## config.mk

```make
export PLATFORM = sky130hd
export DESIGN_NAME = sd_card_cmd_responder
export DESIGN_NICKNAME = d
export VERILOG_FILES = /design/src/rtl/sd_cmd_pkg.sv /design/src/rtl/sd_crc7.sv /design/src/rtl/sd_card_cmd_responder.sv
export SDC_FILE = /design/constraint.sdc
export NUM_CORES = 1
export LEC_CHECK = 0
export BUFFER_PORTS_ARGS = -buffer_cell sky130_fd_sc_hd__buf_4
export CAP_MARGIN = 20
export CORE_UTILIZATION = 40
export CTS_CLUSTER_SIZE = 28
export DETAILED_ROUTE_END_ITERATION = 7
export SLEW_MARGIN = 20
export SYNTH_ARGS = -nofsm -noshare
export SYNTH_HDL_FRONTEND = slang
export SYNTH_SLANG_ARGS = --single-unit
```

## constraint.sdc

```tcl
create_clock -name clk_SD -period 5.4 [get_ports clk_SD]
set_clock_uncertainty 0.2 [all_clocks]
set_input_delay 0.27 -clock clk_SD [delete_from_list [all_inputs] [get_ports clk_SD]]
set_output_delay 0.27 -clock clk_SD [all_outputs]
set_load 0.05 [all_outputs]
```

## src/rtl/sd_cmd_pkg.sv

```systemverilog
// Shared definitions for the SD CMD line: FSM states, response codes, frame
// lengths and the CRC7 generator, common to card-side and host-side models.
package sd_cmd_pkg;

    typedef enum logic [1:0] {
        S_IDLE,
        S_RX,
        S_WAIT_RESP,
        S_TX
    } cmd_state_t;

    localparam logic [1:0] RESP_NONE  = 2'd0;
    localparam logic [1:0] RESP_SHORT = 2'd1;
    localparam logic [1:0] RESP_LONG  = 2'd2;

    localparam logic [5:0] CMD_LAST_BIT = 6'd47;
    localparam logic [5:0] CMD_CRC_SPAN = 6'd40;

    localparam logic [7:0] SHORT_FRAME_LEN = 8'd48;
    localparam logic [7:0] LONG_FRAME_LEN  = 8'd136;
    localparam logic [7:0] SHORT_CRC_END   = 8'd40;
    localparam logic [7:0] LONG_CRC_END    = 8'd128;
    localparam logic [7:0] LONG_HDR_LEN    = 8'd8;

    // x^7 + x^3 + 1 with the x^7 term implied
    localparam logic [6:0] CRC7_POLY = 7'h09;

    function automatic logic [6:0] crc7_step(input logic [6:0] crc, input logic data_bit);
        logic fb;
        fb = data_bit ^ crc[6];
        return {crc[5:0], 1'b0} ^ (fb ? CRC7_POLY : 7'h00);
    endfunction

endpackage

```

## src/rtl/sd_crc7.sv

```systemverilog
// Serial CRC7 accumulator, one bit per enabled clock, MSB of the frame first.
module sd_crc7
    import sd_cmd_pkg::*;
(
    input  logic       clk,
    input  logic       reset,
    input  logic       clear,
    input  logic       enable,
    input  logic       data_bit,
    output logic [6:0] crc
);

    always_ff @(posedge clk) begin
        if (reset || clear) begin
            crc <= 7'h00;
        end else if (enable) begin
            crc <= crc7_step(crc, data_bit);
        end
    end

endmodule

```

## src/rtl/sd_card_cmd_responder.sv

```systemverilog
// Card-side SD CMD endpoint: receives 48-bit host commands, checks CRC7, and
// serialises the short (48-bit) or long (136-bit) response back onto the pad.
module sd_card_cmd_responder
    import sd_cmd_pkg::*;
#(
    parameter int NCR_MIN = 2,
    parameter int NCR_MAX = 64
) (
    input  logic         clk_SD,
    input  logic         reset_SD,
    input  logic         CMD_PIN_IN,
    output logic         CMD_PIN_OUT,
    output logic         io_enable_cmd,
    output logic         cmd_valid,
    output logic [5:0]   cmd_index,
    output logic [31:0]  cmd_argument,
    output logic         crc_error,
    input  logic         resp_valid,
    input  logic [1:0]   resp_type,
    input  logic [31:0]  resp_status,
    input  logic [127:0] resp_long,
    output logic         resp_timeout,
    output logic         busy
);

    cmd_state_t     state;
    logic [5:0]     rx_cnt;
    logic [44:0]    rx_shift;
    logic           rx_dir;
    logic [7:0]     ncr_cnt;
    logic           have_resp;
    logic           tx_long;
    logic [135:0]   tx_shift;
    logic [7:0]     tx_cnt;

    logic [6:0]     crc_rx;
    logic [6:0]     crc_tx;
    logic           rx_crc_en;
    logic           rx_crc_clr;
    logic           tx_crc_en;
    logic           tx_crc_clr;
    logic [7:0]     tx_data_len;
    logic [7:0]     tx_len;
    logic [2:0]     tx_crc_sel;
    logic           go_tx;
    logic           tx_emit;
    logic           tx_bit;

    // rx_shift holds frame bits 2..46 once the end bit is on the line
    assign rx_crc_clr = (state == S_IDLE);
    assign rx_crc_en  = (state == S_RX) && (rx_cnt < CMD_CRC_SPAN);

    assign tx_data_len = tx_long ? LONG_CRC_END : SHORT_CRC_END;
    assign tx_len      = tx_long ? LONG_FRAME_LEN : SHORT_FRAME_LEN;
    assign go_tx       = (state == S_WAIT_RESP) && have_resp && (ncr_cnt >= 8'(NCR_MIN));
    assign tx_emit     = go_tx || ((state == S_TX) && (tx_cnt < tx_len));
    assign tx_crc_clr  = (state == S_WAIT_RESP) && !have_resp && resp_valid;
    assign tx_crc_en   = tx_emit && (tx_cnt < tx_data_len) && (!tx_long || (tx_cnt >= LONG_HDR_LEN));

    // Both payload lengths are multiples of 8, so the CRC bit position
    // within the 7-bit field follows directly from the low counter bits.
    assign tx_crc_sel = 3'd6 - tx_cnt[2:0];

    always_comb begin
        tx_bit = 1'b1;
        if (tx_cnt < tx_data_len) begin
            tx_bit = tx_shift[135];
        end else if (tx_cnt < tx_data_len + 8'd7) begin
            tx_bit = crc_tx[tx_crc_sel];
        end
    end

    assign busy = (state != S_IDLE);

    sd_crc7 u_crc_rx (
        .clk      (clk_SD),
        .reset    (reset_SD),
        .clear    (rx_crc_clr),
        .enable   (rx_crc_en),
        .data_bit (CMD_PIN_IN),
        .crc      (crc_rx)
    );

    sd_crc7 u_crc_tx (
        .clk      (clk_SD),
        .reset    (reset_SD),
        .clear    (tx_crc_clr),
        .enable   (tx_crc_en),
        .data_bit (tx_bit),
        .crc      (crc_tx)
    );

    // Main command/response FSM; pulses default low every cycle, and the pad
    // driver below the case statement is shared by the WAIT_RESP->TX edge and TX
    always_ff @(posedge clk_SD) begin
        if (reset_SD) begin
            state         <= S_IDLE;
            rx_cnt        <= 6'd0;
            rx_shift      <= '0;
            rx_dir        <= 1'b0;
            ncr_cnt       <= 8'd0;
            have_resp     <= 1'b0;
            tx_long       <= 1'b0;
            tx_shift      <= '0;
            tx_cnt        <= 8'd0;
            CMD_PIN_OUT   <= 1'b1;
            io_enable_cmd <= 1'b0;
            cmd_valid     <= 1'b0;
            cmd_index     <= 6'd0;
            cmd_argument  <= 32'd0;
            crc_error     <= 1'b0;
            resp_timeout  <= 1'b0;
        end else begin
            cmd_valid    <= 1'b0;
            crc_error    <= 1'b0;
            resp_timeout <= 1'b0;

            case (state)
                S_IDLE: begin
                    if (!CMD_PIN_IN) begin
                        state  <= S_RX;
                        rx_cnt <= 6'd1;
                    end
                end

                S_RX: begin
                    rx_shift <= {rx_shift[43:0], CMD_PIN_IN};
                    rx_cnt   <= rx_cnt + 6'd1;
                    if (rx_cnt == 6'd1) begin
                        rx_dir <= CMD_PIN_IN;
                    end
                    // Card-to-host frames are swallowed whole and dropped silently
                    if (rx_cnt == CMD_LAST_BIT) begin
                        state <= S_IDLE;
                        if (rx_dir) begin
                            if ((crc_rx == rx_shift[6:0]) && CMD_PIN_IN) begin
                                cmd_index    <= rx_shift[44:39];
                                cmd_argument <= rx_shift[38:7];
                                cmd_valid    <= 1'b1;
                                state        <= S_WAIT_RESP;
                                ncr_cnt      <= 8'd1;
                                have_resp    <= 1'b0;
                            end else begin
                                crc_error <= 1'b1;
                            end
                        end
                    end
                end

                S_WAIT_RESP: begin
                    ncr_cnt <= ncr_cnt + 8'd1;
                    if (!have_resp) begin
                        if (resp_valid) begin
                            if ((resp_type == RESP_SHORT) || (resp_type == RESP_LONG)) begin
                                have_resp <= 1'b1;
                                tx_long   <= (resp_type == RESP_LONG);
                                tx_cnt    <= 8'd0;
                                tx_shift  <= (resp_type == RESP_LONG) ?
                                             {2'b00, 6'b111111, resp_long} :
                                             {2'b00, cmd_index, resp_status, 96'd0};
                            end else begin
                                state <= S_IDLE;
                            end
                        end else if (ncr_cnt == 8'(NCR_MAX)) begin
                            resp_timeout <= 1'b1;
                            state        <= S_IDLE;
                        end
                    end else if (go_tx) begin
                        state         <= S_TX;
                        io_enable_cmd <= 1'b1;
                    end
                end

                S_TX: begin
                    if (tx_cnt == tx_len) begin
                        io_enable_cmd <= 1'b0;
                        CMD_PIN_OUT   <= 1'b1;
                        state         <= S_IDLE;
                    end
                end

                default: state <= S_IDLE;
            endcase

            if (tx_emit) begin
                CMD_PIN_OUT <= tx_bit;
                tx_cnt      <= tx_cnt + 8'd1;
                if (tx_cnt < tx_data_len) begin
                    tx_shift <= {tx_shift[134:0], 1'b0};
                end
            end
        end
    end

endmodule

```

* Yosys cells after proc, flatten, opt, wreduce, memory -nomap -nowiden
Cells that the tools add are included.
Operators by class: equal/unequal tests 21, $add $sub $neg 5, bitwise gates (word level) 9, muxes and demuxes 54, reduce and logical (&&, ||, !) cells 37, magnitude comparators 7
Operator list (number):
- 2-to-1 mux 136 bit | 6
- 2-to-1 mux 134 bit | 1
- 2-to-1 mux 8 bit | 10
- less-than comparator 8 bit | 3
- 2-to-1 mux 2 bit | 10
- AND reduction 4 bit | 5
- 2-to-1 mux 1 bit | 18
- nonzero test 2 bit | 9
- adder 8 x 1 -> 8 bit (second input constant) | 2
- one-hot mux 8 bit (2 select lines) | 1
- bitwise XOR 7 bit | 2
- one-hot mux 6 bit (2 select lines) | 1
- logical AND 1 bit | 9
- adder 8 x 3 -> 8 bit (second input constant) | 1
- equality test 8 x 7 -> 1 bit (second input constant) | 1
- equality test 8 bit | 1
- greater-or-equal comparator 8 x 2 -> 1 bit (second input constant) | 1
- greater-or-equal comparator 8 x 4 -> 1 bit (second input constant) | 1
- 2-to-1 mux 4 bit | 2
- != test 2 x 1 -> 1 bit (second input constant) | 4
- != test 2 bit (second input constant) | 4
- one-hot mux 2 bit (4 select lines) | 1
- OR reduction 4 bit | 2
- equality test 7 bit | 1
- other kinds (21) | 37
Storage, ports and cells: flip-flop bits (word level) 265, logic and storage cells 151

* Longest topological paths before layout
depth in word-level cells 8, depth in mapped cells 10

* Cells and area by module
From an unflattened synthesis, not the netlist that was laid out.
Unflattened totals: cells, all modules 1445, area total of the unflattened synthesis 12585.8 sq um
By module, submodules not included:
- sd_card_cmd_responder | cells an instance 1389, instances 1, area an instance 12032.8 sq um
- sd_crc7 | cells an instance 28, instances 2, area an instance 276.5 sq um

* Least setup slack after synthesis
OpenSTA, ideal clock, no wires.
path type reg2reg, start register tx_cnt[0], end register u_crc_tx.crc[0], arrival 2.379 ns, stages on the path, launching flop included 11, period minus slack after synthesis 2.657 ns, library setup time 0.078 ns, path slack 2.743 ns, required time 5.122 ns, path through dfxtp_1 > clkbuf_1 > inv_1 > ha_1 > clkbuf_1 > mux4_2 > and3b_1 > o41ai_2 > xnor2_1 > nor2_1 > nor3_1
On the way: word-level cells in the longest chain between the ends 8, elaborated cells on any way between the ends 17
Ends and longest elaborated chain:
- from (decl) | RTL line sd_card_cmd_responder.sv:34 | logic [7:0] tx_cnt;
- from (signal assigned) | RTL line sd_card_cmd_responder.sv:187 | tx_cnt <= tx_cnt + 8'd1;
- subtractor 3 bit | RTL line sd_card_cmd_responder.sv:62 | assign tx_crc_sel = 3'd6 - tx_cnt[2:0];
- binary-select mux 1 bit (select 3 bit) | RTL line sd_card_cmd_responder.sv:69 | tx_bit = crc_tx[tx_crc_sel];
- 2-to-1 mux 1 bit (implied by the code) | RTL line sd_card_cmd_responder.sv:69
- 2-to-1 mux 1 bit | RTL line sd_card_cmd_responder.sv:68 | end else if (tx_cnt < tx_data_len + 8'd7) begin
- 2-to-1 mux 1 bit | RTL line sd_card_cmd_responder.sv:66 | if (tx_cnt < tx_data_len) begin
- bitwise XOR 1 bit | RTL line sd_cmd_pkg.sv:30 | fb = data_bit ^ crc[6];
- 2-to-1 mux 4 bit | RTL line sd_cmd_pkg.sv:31 | return {crc[5:0], 1'b0} ^ (fb ? CRC7_POLY : 7'h00);
- bitwise XOR 7 bit | RTL line sd_cmd_pkg.sv:31
- to (signal assigned) | RTL line sd_crc7.sv:17 | crc <= crc7_step(crc, data_bit);
- to (decl) | RTL line sd_crc7.sv:10 | output logic [6:0] crc
Several ways; a longest one is shown, not always the timed one. The select of a mux whose other input is x is not followed. A chain may end at the register's enable or synchronous reset.

* Worst setup path in the final report
start register tx_long, end register tx_shift[71]
On the way: word-level cells in the longest chain between the ends 5, elaborated cells on any way between the ends 8
Ends and longest elaborated chain:
- from (decl) | RTL line sd_card_cmd_responder.sv:32 | logic tx_long;
- from (signal assigned) | RTL line sd_card_cmd_responder.sv:156 | tx_long <= (resp_type == RESP_LONG);
- 2-to-1 mux 8 bit | RTL line sd_card_cmd_responder.sv:54 | assign tx_len = tx_long ? LONG_FRAME_LEN : SHORT_FRAME_LEN;
- less-than comparator 8 bit | RTL line sd_card_cmd_responder.sv:56 | assign tx_emit = go_tx || ((state == S_TX) && (tx_cnt < tx_len));
- logical AND 1 bit | RTL line sd_card_cmd_responder.sv:56
- logical OR 1 bit | RTL line sd_card_cmd_responder.sv:56
- 2-to-1 mux 136 bit (*) | RTL line sd_card_cmd_responder.sv:185 | if (tx_emit) begin
- to (signal assigned) | RTL line sd_card_cmd_responder.sv:158 | tx_shift <= (resp_type == RESP_LONG) ?
- to (signal assigned) | RTL line sd_card_cmd_responder.sv:189 | tx_shift <= {tx_shift[134:0], 1'b0};
- to (decl) | RTL line sd_card_cmd_responder.sv:33 | logic [135:0] tx_shift;
Every way passes the cells marked *; elsewhere a longest branch is shown, timed or not.

==> qor.csv <==
stage,metric,value,unit
global_routing,pin count of the biggest net entering global routing,130,
sta,setup TNS,0,ps
clocking,clock root buffer,clkbuf_16,
drt,DRT Pass-1 Iters,5,
synthesis,prevailing post-synth register cell,dfxtp_1,
worst_setup_path,required time worst endpoint,5560,ps
synthesis,"FF+latch count, synth",265,
synthesis,"EDFF count, synth",0,
drt,via/cell ratio,5.24,
floorplanning,Ports,210,
clocking,H-tree depth,1,
global_routing,first-pass GRT wire length,51500,um
clocking,CTS buffer count,28,
power,Leakage,5.75,nW
placement,Detail Placement HPWL,18300,um
layout,Antenna Cells,0,
global_routing,vias in the first global route,10400,
layout,filler instances,2743,
placement,IO Port Bufs,209,
worst_setup_path,Setup Crit Path Kind,flip-flop to flip-flop,
min_path,Worst Hold Class,input port to flip-flop,
clocking,postcts setup bufs,0,
clocking,CTS tree,built,
synthesis,syn_nets,1663,
synthesis,Netlist cell types,56,
sta,Slew Limit Fails,0,
floorplanning,Initial Utilization,40.8,%
floorplanning,Die Ht,174,um
layout,fin area,0.0157,mm^2
drt,First DRT Iteration DRCs,904,
clocking,hold_buf cts,127,
sta,fin crit share,69.6,%
synthesis,Mapped Avg Cell Area,7.94,um^2
flow_run,max_cap viols,0,
layout,"commonest non-fill, non-tap cell in the layout",nand2_1,
drt,via count,11200,
floorplanning,Core Region,0.0289,mm^2
layout,Area Overhead vs Synth,33.0,%
global_routing,GRT Total Usage,19.9,%
sta,Final Setup Violations,0,
floorplanning,standard-cell rows,62,
worst_setup_path,WP data arrival,3920,ps
clocking,post-CTS sizing,0,
sta,RSZ-0062 raised after global routing,false,
clocking,Longest Clk Path Bufs,3,
layout,area of the multi-input gates,0.00590,mm^2
sta,Final Hold Viols,0,
worst_setup_path,CP Launch Type,flip-flop,
sta,Slew headroom,32.2,%
floorplanning,Total Die Area,0.0301,mm^2
power,PD cells,273,mW/mm^2
synthesis,register area share after synthesis,45.0,%
drt,Residual DRC,0,
synthesis,post-synthesis cell area,0.0118,mm^2
sta,worst-margin pin slew,1020,ps
sta,Period minus WS final,3760,ps
status,status,completed,
global_routing,initial antenna violation count,0,
worst_setup_path,CP Capture Type,flip-flop,
clocking,clock slew at reported path FFs,60,ps
layout,Final nets,1909,
drt,routed len/inst,14.6,um
power,total power,4.28,mW
sta,fmax,0.266,GHz
synthesis,Async SR Flop Fraction,0,%
power,VDD IR-drop max,0.200,mV
layout,Reg area,0.00531,mm^2
clocking,"Clk Latency, worst-skew pair",530,ps
layout,share of layout cells above drive strength 1,16.2,%
layout,"commonest cells after routing, fill and taps aside","nand2_1, dfxtp_1, buf_4",
synthesis,Syn. warnings,0,
placement,GP Congestion,0.805,
worst_setup_path,CP max FO,92,
drt,antenna-violating nets left,0,
drt,final WL,31100,um
floorplanning,Die Width,174,um
clocking,Sink Count,265,
global_routing,total gr overflow,0,
synthesis,Post-Syn Instances,1483,
placement,placed inst area,0.0134,mm^2
==> worst paths after layout <==
path | from | to | slack, ps | cells after the start
max | tx_long$_SDFFE_PP0P_ | tx_shift[71]$_SDFF_PP0_ | 1640 | 9
min | resp_status[19] | tx_shift[115]$_SDFF_PP0_ | 10 | 5
max reg2reg | tx_long$_SDFFE_PP0P_ | tx_shift[71]$_SDFF_PP0_ | 1640 | 9
min reg2reg | tx_shift[111]$_SDFF_PP0_ | tx_shift[112]$_SDFF_PP0_ | 250 | 2
==> routing by layer <==
metal,part of all wire [%],vias to the layer above,global-route usage (%)
met2,45,268,32.1
met4,1.8,0,4.24
li1,-,5674,-
met5,0,-,0
met1,47,5205,27.8
met3,5.4,41,3.38
==> layout make-up <==
class                   instances  share of cell area (%)
well taps                     384                    3.07
inverters                      12                   0.288
flip-flops and latches        265                    33.9
clock inverters                 5                   0.479
repair buffers                347                    18.8
multi-input cells            1075                    37.7
clock buffers                  46                    5.87
==> registers in the layout, indices dropped and copies added (netlist names), 2 cells and up <==
register	flops
u_crc_tx.crc	7
state	2
rx_shift	45
cmd_argument	32
tx_cnt	8
cmd_index	6
ncr_cnt	8
tx_shift	136
u_crc_rx.crc	7
rx_cnt	6
==> logic make-up (layout without fill, tap and decap cells) <==
kind of cell	count (synthesis)	count (layout)	synth area share, %
xor gates and xnor gates	19	19	1.41
DFF	265	265	45.0
adders and majority gates	14	14	1.49
AOI/OAI and AO/OA	322	322	18.4
buffers and inverters	143	410	5.42
and+or+nand+nor	675	675	24.3
muxes	45	45	3.95
==> per-stage QoR <==
step	utilization (%)	worst slack [ps]	std cells	hold WS (ps)
after floorplan	-	2740	1483	227
after global placement	46.4	1800	1956	242
after detailed placement	46.4	1660	1956	242
after CTS	54.2	1620	2134	0.654
after global routing	54.3	1290	2134	25.9
final	54.3	1640	2134	10.7
==> synth_stat cells, types with 5 or more instances <==
library cell	count	area [um^2]
nand3b_1	5	37.5
a311oi_1	95	832
mux2i_1	42	420
xor2_1	6	52.6
o21ai_0	10	50.1
or3_1	12	75.1
xnor2_1	13	114
nor4_1	5	31.3
nand2b_1	5	31.3
o211ai_1	39	293
buf_2	21	105
dfxtp_1	265	5310
buf_6	8	90.1
nor2_1	143	537
a21oi_1	151	756
nand2_1	358	1340
a211oi_1	7	52.6
nand3_1	114	571
inv_1	12	45.0
clkbuf_1	94	353
ha_1	14	175
==> critical path, stage by stage (launching register included) <==
cell and delay (ps):
dfxtp_1 460, inv_1 120, ha_1 330, o21ai_0 110
nand2_1 190, o32ai_2 830, nand2_8 470, buf_4 550
nor2_1 210, a311oi_1 70
==> where the power goes <==
group / internal (mW) / total [mW] / leakage, nW / switching [mW]
clock: 1.25 / 2.01 / 0.496 / 0.766
combinational: 0.169 / 0.307 / 3.12 / 0.137
sequential: 1.96 / 1.96 / 2.13 / 0.00533
No activity file was read; power rests on OpenSTA's default activity.
